`config.mk`:
```
export PLATFORM = sky130hd
export DESIGN_NAME = settle_counter
export DESIGN_NICKNAME = d
export VERILOG_FILES = /design/src/rtl/gate_truth_table_checker_settle_counter.sv
export SDC_FILE = /design/constraint.sdc
export NUM_CORES = 1
export LEC_CHECK = 0
export CAP_MARGIN = 20
export CORE_MARGIN = 5
export CORE_UTILIZATION = 36
export CTS_BUF_LIST = sky130_fd_sc_hd__clkbuf_4 sky130_fd_sc_hd__clkbuf_8 sky130_fd_sc_hd__clkbuf_16
export CTS_CLUSTER_DIAMETER = 200
export DETAILED_ROUTE_END_ITERATION = 10
export DONT_BUFFER_PORTS = 1
export GPL_ROUTABILITY_DRIVEN = 0
export SLEW_MARGIN = 15
export SYNTH_ARGS = -nofsm -noshare
export SYNTH_HDL_FRONTEND = slang
export SYNTH_SLANG_ARGS = --single-unit
```
`constraint.sdc`:
```
create_clock -name i_clk -period 4.93 [get_ports i_clk]
set_clock_uncertainty 0.15 [all_clocks]
set_input_delay 0.986 -clock i_clk [delete_from_list [all_inputs] [get_ports i_clk]]
set_output_delay 0.986 -clock i_clk [all_outputs]
set_load 0.05 [all_outputs]
```
`src/rtl/gate_truth_table_checker_settle_counter.sv`:
```
// ----------------------------------------------------------------------------
// settle_counter
// 8-bit loadable down-counter that times how long each stimulus vector is
// held before the gate output is sampled.
//
// Ports:
//   i_clk       clock, rising edge
//   i_rst       synchronous active-high reset (count -> 0)
//   i_load      load i_load_val (has priority over i_dec)
//   i_load_val  value to load
//   i_dec       decrement by one
//   o_value     current count
//   o_expire    high when the count is 1 (last settle cycle)
// ----------------------------------------------------------------------------
module settle_counter (
   input  logic       i_clk,
   input  logic       i_rst,
   input  logic       i_load,
   input  logic [7:0] i_load_val,
   input  logic       i_dec,
   output logic [7:0] o_value,
   output logic       o_expire
);

   logic [7:0] r_count;

   always_ff @(posedge i_clk) begin
      if (i_rst)
         r_count <= 8'd0;
      else if (i_load)
         r_count <= i_load_val;
      else if (i_dec)
         r_count <= r_count - 8'd1;
   end

   assign o_value  = r_count;
   assign o_expire = (r_count == 8'd1);

endmodule

```
==> flow_summary.ini <==
[status]
status = completed

[power_and_ir_drop]
power_frac_comb_pct = 15.0
p_clk_share_pct = 28.4
seqPwrFrac_pct = 56.6
fin_total_pwr_mw = 0.174
switching_share_pct = 35.9
pwr_density_cell_nw_per_um2 = 338
leakage_nw = 0.184
max-vdd-ir-drop_mv = 0.148
p_switching_mw = 0.0624
internal_power_mw = 0.112

[placed_design]
post-place-ws_ns = 2.15
post_dp_cell_area_um2 = 493
dp_cells = 69
dpl.hpwl_um = 811
io_buffer_count = 0

[yosys]
ys.flop_type = dfxtp_1
yosysSeqAreaShare_pct = 33.9
ys_ff_latch = 8
syn_area_um2 = 473
synth_edf_count = 0
syn-instance-count = 56
yosysTopAreaCell = dfxtp_1
yosys-top-cells-area = dfxtp_1 (34%), a311oi_1 (5.6%), ha_1 (5.3%)
synthTopCellsByCount = dfxtp_1 (8), nor2_1 (6), nand2_1 (5)
avgSynthCellArea_um2 = 8.45
yosys_warnings = 0
synth_most_common_cell = dfxtp_1
ys_types = 29
ys_async_sr_fraction_pct = 0
synthDominantCellAreaShare_pct = 33.9
syn-num-nets = 70

[global_routing]
grt_max_degree = 13
track_usage_pct = 13.0
grt_pass1_vias = 434
antenna_found_initial = 0
grt_overflow = 0
grt_pass1_wl_um = 1930

[critical_path]
critPathKind = reg -> out
start_kind = register
cp_max_fo = 7
r2r_cells = 5
required_ns = 3.79
path_buf_inv = 1
cpPeakStageDelay_ns = 0.64
critPathCaptureType = output pin
cp_top_family = simple AND/OR/NAND/NOR gates
path_cells = or4_4 -> nor4b_2 -> buf_4
cp.depth = 3
slowest_stage = or4_4
arrival_ns = 1.90

[clock_tree]
clock_latency_ns = 0.25
h-tree-depth = 1
cts_tree = built
clk_path_buf_depth = 2
cts_buffers = 3
postCtsHoldBufs = 0
clock-sinks = 8
cts_resized = 0
path_clk_slew_ns = 0.05
post_cts.repair.setup_buffers = 0
root_buffer = clkbuf_4

[worst_hold_path]
hold_class = reg -> reg
hold_depth = 2

[timing]
layout_min_cycle_time_ns = 3.04
fin_crit_sh_pct = 61.7
tightest_slew_ns = 0.722
final_max_slew_viol_count = 0
hold_viol = 0
setup_violations = 0
finalWorstSetupSlack_ns = 1.89
final.setup.tns_ns = 0
max_freq_mhz = 329
max-slew-margin-rel_pct = 51.8
rsz0062_at_grt = false

[cells_and_area]
antennaDiodeCount = 0
fillers = 140
regArea_um2 = 160
final_nets = 73
multiInputGateArea_um2 = 292
fin_cells = 72
design_area_um2 = 515
largest_reg_flops = 8
synthToLayoutAreaGrowth_pct = 8.99
drive_gt1_share_pct = 15.8

[floorplan]
ios = 21
die_w_um = 46.2
rows = 13
core_um2 = 1270
dieArea_um2 = 2140
start_util_pct = 37.3
die_height_um = 46.2

[run]
max-cap-violations = 0

[detailed_routing]
drt_iter0_markers = 8
routed_via_density = 5.99
drcViolationCount = 0
ant_nets = 0
firstDrtPassIters = 2
wirelength_um = 1130
num_vias = 431
post_drt_wl_per_cell_um = 15.6
## per-layer routing
layer | up-vias | part of all wire (%) | global-route usage [%]
li1 | 214 | - | -
met1 | 203 | 40 | 13.8
met2 | 12 | 50 | 21.2
met3 | 2 | 8.1 | 7.03
met4 | 0 | 1.1 | 5.11
met5 | - | 0 | 0
## cell families after synthesis
logic type	synth area share (%)
DFF	33.9
adders and majority gates	5.29
buffers and inverters	5.82
and+or+nand+nor	27.8
AOI/OAI and AO/OA	21.7
xor gates and xnor gates	5.56
## final timing paths
check,from,end,slack [ns]
worst max-delay path,o_value[2],o_expire,1.89
worst min-delay path,o_value[4],o_value[4],0.64
worst max register to register,o_value[1],o_value[4],2.90
worst min register to register,o_value[4],o_value[4],0.64
## placed cells by master (no fill, tap or decap), types with 2 or more instances in the layout
cell type / n
nor2_1: 6
a311oi_1: 3
clkbuf_4: 3
nand2_1: 5
ha_1: 2
a21oi_1: 3
xor2_1: 2
a211oi_1: 2
inv_1: 4
dfxtp_1: 8
## through the flow
step | util (%) | hold WS (ns)
floorplan | - | 0.599
global placement | 38.9 | 0.631
detailed placement | 38.9 | 0.640
CTS | 40.6 | 0.639
global route | 40.6 | 0.622
finish | 40.6 | 0.645
## power groups by stage
stage          logic (mW)  clock network (mW)  registers (mW)
6_report           0.0261              0.0494          0.0985
5_1_grt            0.0302              0.0571           0.100
4_1_cts            0.0263              0.0528          0.0988
3_5_place_dp       0.0259                   0           0.100
3_3_place_gp       0.0256                   0          0.0998
2_1_floorplan      0.0245                   0          0.0972
## layout make-up
class	instances	area share [%]
repair buffers	1	1.46
flip-flops and latches	8	31.1
inverters	4	2.91
multi-input cells	41	56.6
well taps	15	3.64
clock buffers	3	4.37
## worst min-delay path, stage by stage, from the launching register on
cell      delay (ns)
dfxtp_1         0.51
o31ai_1         0.15
a311oi_1        0.10
Note: power is estimated with default switching activity, not from simulation.
